`config.mk`:
```
export PLATFORM = sky130hd
export DESIGN_NAME = ex_md_stage
export DESIGN_NICKNAME = d
export VERILOG_FILES = /design/src/rtl/ex_md_stage.sv
export SDC_FILE = /design/constraint.sdc
export NUM_CORES = 2
export LEC_CHECK = 0
export ABC_CLOCK_PERIOD_IN_PS = 5680
export CORE_UTILIZATION = 52
export DETAILED_ROUTE_END_ITERATION = 10
export PLACE_DENSITY = 0.74
export SLEW_MARGIN = 25
export SYNTH_ARGS = -nofsm -noshare
export SYNTH_HDL_FRONTEND = slang
export SYNTH_SLANG_ARGS = --single-unit
```
`constraint.sdc`:
```
create_clock -name iClk -period 5.68 [get_ports iClk]
set_clock_uncertainty 0.1 [all_clocks]
set_input_delay 0.852 -clock iClk [delete_from_list [all_inputs] [get_ports iClk]]
set_output_delay 0.852 -clock iClk [all_outputs]
set_load 0.01 [all_outputs]
```
`src/rtl/ex_md_stage.sv`:
```
// rtl/ex_md_stage.sv - execute stage: RV ALU, iterative radix-2 mul/div, N-source forwarding
// Result is registered into the EX/MEM boundary; oBusy holds ID/EX while mul/div iterates.
module ex_md_stage #(
  parameter int XLEN = 32,
  parameter int NFWD = 2
) (
  input  logic                 iClk,
  input  logic                 nRst,
  input  logic                 iStall,
  input  logic                 iFlush,
  input  logic                 iValid,
  input  logic                 iExEn,
  input  logic                 iImmEn,
  input  logic [2:0]           iFunc3,
  input  logic [6:0]           iFunc7,
  input  logic [XLEN-1:0]      iRs1,
  input  logic [XLEN-1:0]      iRs2,
  input  logic [XLEN-1:0]      iImm,
  input  logic [4:0]           iRdAddr,
  input  logic [NFWD-1:0]      iFwS1,
  input  logic [NFWD-1:0]      iFwS2,
  input  logic [NFWD*XLEN-1:0] iFwData,
  output logic                 oValid,
  output logic [4:0]           oRdAddr,
  output logic [XLEN-1:0]      oRdValue,
  output logic [XLEN-1:0]      oStoreData,
  output logic                 oBusy
);

  localparam int SW = $clog2(XLEN);
  localparam logic [SW-1:0] CNT_INIT = SW'(XLEN - 1);
  localparam logic [XLEN-1:0] MIN_VAL = {1'b1, {(XLEN-1){1'b0}}};

  typedef enum logic [1:0] {IDLE, RUN, DONE} state_t;

  state_t          state;
  logic [SW-1:0]   cnt;
  logic [XLEN-1:0] ma, mb, hi, lo;
  logic            sa, sb;
  logic [2:0]      f3;
  logic [4:0]      rd;

  logic [XLEN-1:0] fw1, fw2, op_b, alu;
  logic [SW-1:0]   shamt;
  logic            is_md, a_signed, b_signed, neg_a, neg_b;
  logic [XLEN-1:0] abs_a, abs_b;

  // Lowest index wins, so walk from the top and let lower indices overwrite.
  always_comb begin
    fw1 = iRs1;
    fw2 = iRs2;
    for (int i = NFWD - 1; i >= 0; i--) begin
      if (iFwS1[i]) fw1 = iFwData[i*XLEN +: XLEN];
      if (iFwS2[i]) fw2 = iFwData[i*XLEN +: XLEN];
    end
  end

  assign op_b  = iImmEn ? iImm : fw2;
  assign shamt = op_b[SW-1:0];
  assign is_md = iValid & iExEn & ~iImmEn & (iFunc7 == 7'b0000001);

  always_comb begin
    alu = fw1 + op_b;
    if (iValid && iExEn) begin
      case (iFunc3)
        3'd0: alu = (iFunc7[5] && !iImmEn) ? fw1 - op_b : fw1 + op_b;
        3'd1: alu = fw1 << shamt;
        3'd2: alu = {{(XLEN-1){1'b0}}, $signed(fw1) < $signed(op_b)};
        3'd3: alu = {{(XLEN-1){1'b0}}, fw1 < op_b};
        3'd4: alu = fw1 ^ op_b;
        3'd5: alu = iFunc7[5] ? XLEN'($signed(fw1) >>> shamt) : fw1 >> shamt;
        3'd6: alu = fw1 | op_b;
        3'd7: alu = fw1 & op_b;
        default: alu = fw1 + op_b;
      endcase
    end
  end

  // MUL/MULH: both signed, MULHSU: rs1 only, MULHU: neither; DIV/REM signed, DIVU/REMU not.
  assign a_signed = iFunc3[2] ? ~iFunc3[0] : (iFunc3[1:0] != 2'b11);
  assign b_signed = iFunc3[2] ? ~iFunc3[0] : ~iFunc3[1];
  assign neg_a    = a_signed & fw1[XLEN-1];
  assign neg_b    = b_signed & fw2[XLEN-1];
  assign abs_a    = neg_a ? -fw1 : fw1;
  assign abs_b    = neg_b ? -fw2 : fw2;

  logic [XLEN:0]   mul_sum, shifted, diff;
  logic [XLEN-1:0] hi_n, lo_n;

  always_comb begin
    mul_sum = {1'b0, hi} + (lo[0] ? {1'b0, ma} : '0);
    shifted = {hi, lo[XLEN-1]};
    diff    = shifted - {1'b0, mb};
    if (!f3[2]) begin
      hi_n = mul_sum[XLEN:1];
      lo_n = {mul_sum[0], lo[XLEN-1:1]};
    end else if (!diff[XLEN]) begin
      hi_n = diff[XLEN-1:0];
      lo_n = {lo[XLEN-2:0], 1'b1};
    end else begin
      hi_n = shifted[XLEN-1:0];
      lo_n = {lo[XLEN-2:0], 1'b0};
    end
  end

  logic [2*XLEN-1:0] prod_s;
  logic [XLEN-1:0]   quo, rem, md_res;

  always_comb begin
    prod_s = (sa ^ sb) ? -{hi, lo} : {hi, lo};
    quo    = (sa ^ sb) ? -lo : lo;
    rem    = sa ? -hi : hi;
    if (mb == '0) begin
      quo = '1;
      rem = sa ? -ma : ma;
    end else if (sa && sb && ma == MIN_VAL && mb == XLEN'(1)) begin
      quo = MIN_VAL;
      rem = '0;
    end
    if (f3[2])          md_res = f3[1] ? rem : quo;
    else if (f3 == 3'd0) md_res = prod_s[XLEN-1:0];
    else                md_res = prod_s[2*XLEN-1:XLEN];
  end

  always_ff @(posedge iClk or negedge nRst) begin
    if (!nRst) begin
      state <= IDLE;
      cnt <= '0;
      ma <= '0;
      mb <= '0;
      hi <= '0;
      lo <= '0;
      sa <= 1'b0;
      sb <= 1'b0;
      f3 <= '0;
      rd <= '0;
      oValid <= 1'b0;
      oRdAddr <= '0;
      oRdValue <= '0;
      oStoreData <= '0;
      oBusy <= 1'b0;
    end else if (iFlush) begin
      state <= IDLE;
      oBusy <= 1'b0;
      oValid <= 1'b0;
      oRdAddr <= '0;
      oRdValue <= '0;
      oStoreData <= '0;
    end else begin
      case (state)
        IDLE: if (!iStall) begin
          if (is_md) begin
            ma <= abs_a;
            mb <= abs_b;
            sa <= neg_a;
            sb <= neg_b;
            f3 <= iFunc3;
            rd <= iRdAddr;
            hi <= '0;
            lo <= iFunc3[2] ? abs_a : abs_b;
            cnt <= CNT_INIT;
            oValid <= 1'b0;
            oBusy <= 1'b1;
            state <= RUN;
          end else begin
            oValid <= iValid;
            oRdAddr <= iRdAddr;
            oRdValue <= alu;
            oStoreData <= fw2;
          end
        end
        RUN: begin
          hi <= hi_n;
          lo <= lo_n;
          if (cnt == '0) state <= DONE;
          else cnt <= cnt - 1'b1;
        end
        DONE: if (!iStall) begin
          oValid <= 1'b1;
          oRdAddr <= rd;
          oRdValue <= md_res;
          oStoreData <= '0;
          oBusy <= 1'b0;
          state <= IDLE;
        end
        default: state <= IDLE;
      endcase
    end
  end

endmodule

```
## Word-level counts from Yosys, hierarchy flattened

Index checks and enable logic that the tools add are counted.

| word-level totals | value |
|---|---|
| flip-flop bits (word level) | 216 |
| input port bits | 186 |
| output and inout port bits | 71 |
| word-level logic and storage cells | 157 |

| operators by class | value |
|---|---|
| add/subtract/negate cells | 11 |
| $lt $le $gt $ge | 2 |
| equal/unequal tests | 21 |
| shifts and indexed selects | 3 |
| mux-type cells | 71 |
| bitwise operators | 14 |
| reductions and logical operators | 20 |

Operators by type and width:

| kind | count |
|---|---|
| $mux W32 | 37 |
| $pmux W32 S2 | 4 |
| $pmux W32 S8 | 1 |
| $neg A32 Y32 | 5 |
| $lt A32 B32 Y1 | 2 |
| $mux W64 | 1 |
| $neg A64 Y64 | 1 |
| $mux W5 | 7 |
| $add A32 B32 Y33 | 1 |
| $sub A33 B32 Y33 | 1 |
| $add A32 B32 Y32 | 1 |
| $and A32 B32 Y32 | 1 |
| $eq A32 B1 Y1 const B | 1 |
| $eq A32 B32 Y1 const B | 1 |
| $logic_not A32 Y1 | 1 |
| $or A32 B32 Y32 | 1 |
| $shl A32 B5 Y32 | 1 |
| $shr A32 B5 Y32 | 1 |
| $sshr A32 B5 Y32 | 1 |
| $sub A32 B32 Y32 | 1 |
| $xor A32 B32 Y32 | 1 |
| $pmux W5 S2 | 2 |
| $reduce_and A4 Y1 | 5 |
| $ne A3 B3 Y1 const B | 5 |
| other kinds (24) | 59 |

## Logic depth before layout (Yosys ltp)

| logic depth | value |
|---|---|
| depth in word-level cells | 11 |
| depth in mapped cells | 20 |
| gate-level depth less buffers | 16 |

## Least setup slack after synthesis

No wires, ideal clock.

| path | value |
|---|---|
| path type | input -> register |
| start point | input port iFwS2[0] |
| end point | register oRdValue[31] |
| setup time | 119 ps |
| arrival | 5057 ps |
| data required time | 5461 ps |
| setup slack | 404 ps |
| stages on the path | 18 |
| buffers on the path | 6 |
| cell sequence | buf_2 buf_2 mux2i_1 o21a_1 buf_2 buf_1 clkbuf_1 ha_1 clkbuf_1 nand3_1 or3_1 o211a_1 o21ba_2 nor4b_1 o21a_1 mux2_2 o22a_1 o21a_1 |

| on the way | value |
|---|---|
| cells in the longest elaborated chain, start to end | 10 |
| elaborated cells on any way between the ends | 18 |
| classes of those cells | 2 x add/sub; 3 x shift; 10 x mux; 3 x bitwise |

Ends and longest elaborated chain:

| item | line | source |
|---|---|---|
| start: declaration | 21 | `input logic [NFWD-1:0] iFwS2,` |
| $mux W32 * | 54 | `if (iFwS2[i]) fw2 = iFwData[i*XLEN +: XLEN];` |
| $mux W32 * | 58 | `assign op_b = iImmEn ? iImm : fw2;` |
| $add A32 B32 Y32, or another cell as far along | n/a |  |
| $mux W32 (on tied branches) | 66, 71 |  |
| $pmux W32 S8 | 65 | `case (iFunc3)` |
| $mux W32 * | 64 | `if (iValid && iExEn) begin` |
| $mux W32 * | 152 | `if (is_md) begin` |
| $mux W32 * | 151 | `IDLE: if (!iStall) begin` |
| $pmux W32 S2 * | 150 | `case (state)` |
| $mux W32 * | 142 | `end else if (iFlush) begin` |
| end signal: assignment | 168 | `oRdValue <= alu;` |
| end signal: assignment | 181 | `oRdValue <= md_res;` |
| end: declaration | 25 | `output logic [XLEN-1:0] oRdValue,` |

Mark *: on every way between the ends. The rest lies on a longest branch, timed or not. The select of a mux whose other input is x is not followed.
A chain may end at the register's enable or synchronous reset.

## Final worst setup path

| path | value |
|---|---|
| start point | input port iFwS1[1] |
| end point | register oRdValue[31] |

| on the way | value |
|---|---|
| cells in the longest elaborated chain, start to end | 10 |
| elaborated cells on any way between the ends | 18 |
| classes of those cells | 2 x add/sub; 3 x shift; 10 x mux; 3 x bitwise |

Ends and longest elaborated chain:

| item | line | source |
|---|---|---|
| start: declaration | 20 | `input logic [NFWD-1:0] iFwS1,` |
| $mux W32 * (2 in a row) | 53 | `if (iFwS1[i]) fw1 = iFwData[i*XLEN +: XLEN];` |
| $add A32 B32 Y32, or another cell as far along | n/a |  |
| $mux W32 (on tied branches) | 66, 71 |  |
| $pmux W32 S8 | 65 |  |
| $mux W32 * | 64 |  |
| $mux W32 * | 152 |  |
| $mux W32 * | 151 |  |
| $pmux W32 S2 * | 150 |  |
| $mux W32 * | 142 |  |

Marked as above.

==> results.txt <==
----------------------------------------------------
[Placement]
  Gp weighted congestion ... 1.11
  Worst slack at placement ... 0.287 ns
  Placed instance area ... 33,400 µm²
  Number of port buffers ... 256
  HPWL after DPL ... 118,000 µm

[Timing]
  Worst setup slack after layout ... 0.712 ns
  Min Tclk post-route ... 4.97 ns
  Final hold violation count ... 0
  Final slew viol count ... 0
  Unrepaired setup endpoints after global routing ... no
  Final TNS setup ... 0 ns
  Final period utilization ... 87.5%
  Max-Slew Margin vs Limit ... 27.0%
  Transition time of the tightest slew-check pin ... 1.09 ns
  Final setup violation count ... 0
  Max Clk Rate ... 201 MHz

[CTS]
  Clock tree from TritonCTS ... yes
  Later-pin clock latency in the skew report ... 0.59 ns
  Inserted Clock Buffers ... 27
  Maximum clock path buffer count ... 3
  Count of H-tree levels built during CTS ... 1
  Cell at the root of the clock tree ... sky130_fd_sc_hd__clkbuf_16
  Post-CTS setup buffers ... 0
  Post-CTS clock slew at the launch and capture registers of the worst setup and hold paths ... 0.07 ns
  Hold buffer count at cts ... 0
  Number of gates given a new drive strength after cts ... 0
  Sink Count ... 216

[Die]
  Cell Rows ... 87
  Die height ... 240 µm
  Chip width ... 240 µm
  Initial core utilization ... 52.5%
  Total die area ... 57,800 µm²
  Std-Cell Core Area ... 56,300 µm²
  Count of boundary I/O pins ... 257

[Synthesis]
  Number of synthesized flops with an enable pin ... 0
  Total of flip-flops plus latches after synthesis ... 216
  Leading post-synthesis cells by cell area ... sky130_fd_sc_hd__dfrtp_1 18%, sky130_fd_sc_hd__mux2i_1 8.2%, sky130_fd_sc_hd__ha_1 7.1%
  Total nets after synthesis ... 4,372
  Netlist area before placement ... 29,500 µm²
  Area leader, netlist ... sky130_fd_sc_hd__dfrtp_1
  Fraction of synthesized cell area taken by the top area cell type ... 18.3%
  Mean instance size in the synthesized netlist ... 7.36 µm²
  Number of instances in the synthesized netlist ... 4,016
  Sequential cell area fraction in the yosys report ... 18.3%
  Number of warnings reported in the yosys synthesis log ... 0
  Top FF cell, synth ... sky130_fd_sc_hd__dfrtp_1
  Yosys cell types ... 110
  Async S/R FF share, synth ... 100%

[Detailed routing]
  Drt initial violations ... 4,699
  Number of routed nets with antenna violations ... 0
  Total vias in the final route ... 34,500
  WL final ... 151,000 µm
  Detailed-route wire length per cell ... 30.3 µm
  Detailed-router iteration count before antenna repair ... 8
  Drt via density ... 6.93
  Remaining design rule violation count ... 0

[Critical path]
  Category of cells accounting for the largest share of critical-path delay ... compound AO/OA/AOI/OAI gates
  Worst path buffer plus inverter count ... 4
  Worst-case register-to-register setup slack ... 0.98 ns
  Number of cells on the worst reg-to-reg path ... 12
  Path type of the worst setup path ... input port to flip-flop
  Crit-path max FO ... 13
  Reg-to-reg critical path endpoint ... hi[29]$_DFFE_PN0P_
  Critical Path Sink Type ... flip-flop
  CP max-delay cell ... sky130_fd_sc_hd__o21ai_1
  Critical Path Max Stage Delay ... 0.85 ns
  Critical Path, Cell by Cell ... buf_2, buf_4, mux2i_1, o21ai_1, inv_1, ha_1, inv_1, a21oi_1, a21oi_1, o21bai_1, a211oi_1, o21a_1, a211o_1, nor3_1, o22a_1, o21a_1
  Startpoint type of the worst setup path ... input port
  Worst reg2reg path startpoint ... lo[0]$_DFFE_PN0P_
  Worst EP arrival ... 5.39 ns
  WP data required ... 6.10 ns
  Stages on worst setup path ... 16

[Final layout]
  Number of fillers in the final layout ... 5,311
  Signed area change from the synthesized netlist to the final layout ... 16.2%
  Fraction of layout instances using a drive strength above 1 ... 9.17%
  Utilization of the core after routing ... 61.0%
  Fin nets ... 4,558
  Post-layout instance area ... 34,300 µm²

[Global routing]
  Overall overflow remaining after global route ... 0
  Via count of the first global-routing pass ... 32,100
  Global router's overall resource usage ... 51.0%
  Number of antenna violations at the first check in global routing ... 5
  Global-route wire length before repair ... 215,000 µm
  Pin count of the biggest net entering global routing ... 90

[Pwr]
  Leakage power of the design ... 15.0 nW
  PwrDens ... 197 nW/µm²
  Highest ir drop seen on vdd ... 0.000238 V

[Flow run]
  Total of max-cap violations ... 0

[Min path]
  Tightest Hold Check Type ... input port to async pin

[Status]
  Result of the run ... finished clean

----------------------------------------------------
## sequential cells by signal, indices dropped and copies added (netlist names), 3 cells and up
name	count
hi	32
mb	32
rd	5
lo	32
oStoreData	32
oRdValue	32
ma	32
cnt	5
f3	3
oRdAddr	5
## power breakdown
group	switching (mW)	internal, mW
Clock	0.771	1.13
Combinational	2.03	1.14
Sequential	0.0957	1.61
## cell families after synthesis
family | Yosys count | synth area share [%]
flops | 216 | 18.3
compound gates | 1409 | 31.3
buf+inv | 470 | 6.52
simple gates | 1202 | 18.9
xor+xnor | 260 | 7.71
fa+ha+maj | 171 | 7.29
mux | 288 | 10.0
## through the flow
| step | std cells | hold slack (ns) | total power, mW |
|---|---|---|---|
| after floorplan | 4016 | 0.345 | 3.38 |
| after global placement | 4928 | 0.358 | 4.73 |
| after detailed placement | 4928 | 0.362 | 4.72 |
| after CTS | 4977 | 0.203 | 6.60 |
| after global routing | 4979 | 0.189 | 6.94 |
| final | 4981 | 0.122 | 6.78 |
## cells in the final DEF, fill, tap and decap left out, drive strengths merged, types with 61 or more instances in the layout
cell,n
nor2,281
nor3,90
o21ai,381
clkdlybuf4s50,248
xnor2,155
ha,168
mux2i,242
o21a,73
a21oi,317
o211ai,61
o31ai,94
buf,215
dfrtp,216
nand2,493
nand3,67
xor2,105
a211oi,71
inv,164
## how the worst max path moves through the flow
stage                                     endpoint  slack, ns        start
after floorplan           oRdValue[31]$_DFFE_PN0P_       0.40     iFwS2[0]
after global placement    oRdValue[31]$_DFFE_PN0P_       0.33  iFwData[40]
after detailed placement  oRdValue[31]$_DFFE_PN0P_       0.29  iFwData[40]
after CTS                 oRdValue[31]$_DFFE_PN0P_       0.88  iFwData[40]
after global routing      oRdValue[23]$_DFFE_PN0P_       0.55  iFwData[40]
final                     oRdValue[31]$_DFFE_PN0P_       0.71     iFwS1[1]
## cell usage after synthesis (all sizes together), types with 24 or more instances
library cell	n
a211oi	71
a21o	47
a21oi	317
a31oi	46
and2	54
buf	82
clkbuf	224
dfrtp	216
ha	168
inv	161
mux2	44
mux2i	242
nand2	493
nand2b	31
nand3	67
nand4	29
nor2	281
nor3	90
nor4	32
o211ai	61
o21a	73
o21ai	381
o21bai	30
o221ai	32
o22ai	24
o31ai	94
or3	27
xnor2	155
xor2	105
## layer usage
layer	up-vias	global-route usage, %	wire length, µm
met5	-	0	22
met4	4	42.4	15400
met3	716	16.6	18600
met2	2493	76.5	63000
met1	16200	58.9	53900
li1	15100	-	-
## cell type report
cell class	instances	area (µm²)	area share (%)
Timing Repair Buffer	463	4100	11.9
Inverter	164	621	1.81
Multi-Input combinational cell	3330	22300	64.9
Clock inverter	12	193	0.561
Antenna cell	3	7.51	0.0219
Sequential cell	216	5410	15.8
Tap cell	756	946	2.76
Clock buffer	37	763	2.22
Power figures use the tool's default switching activity.
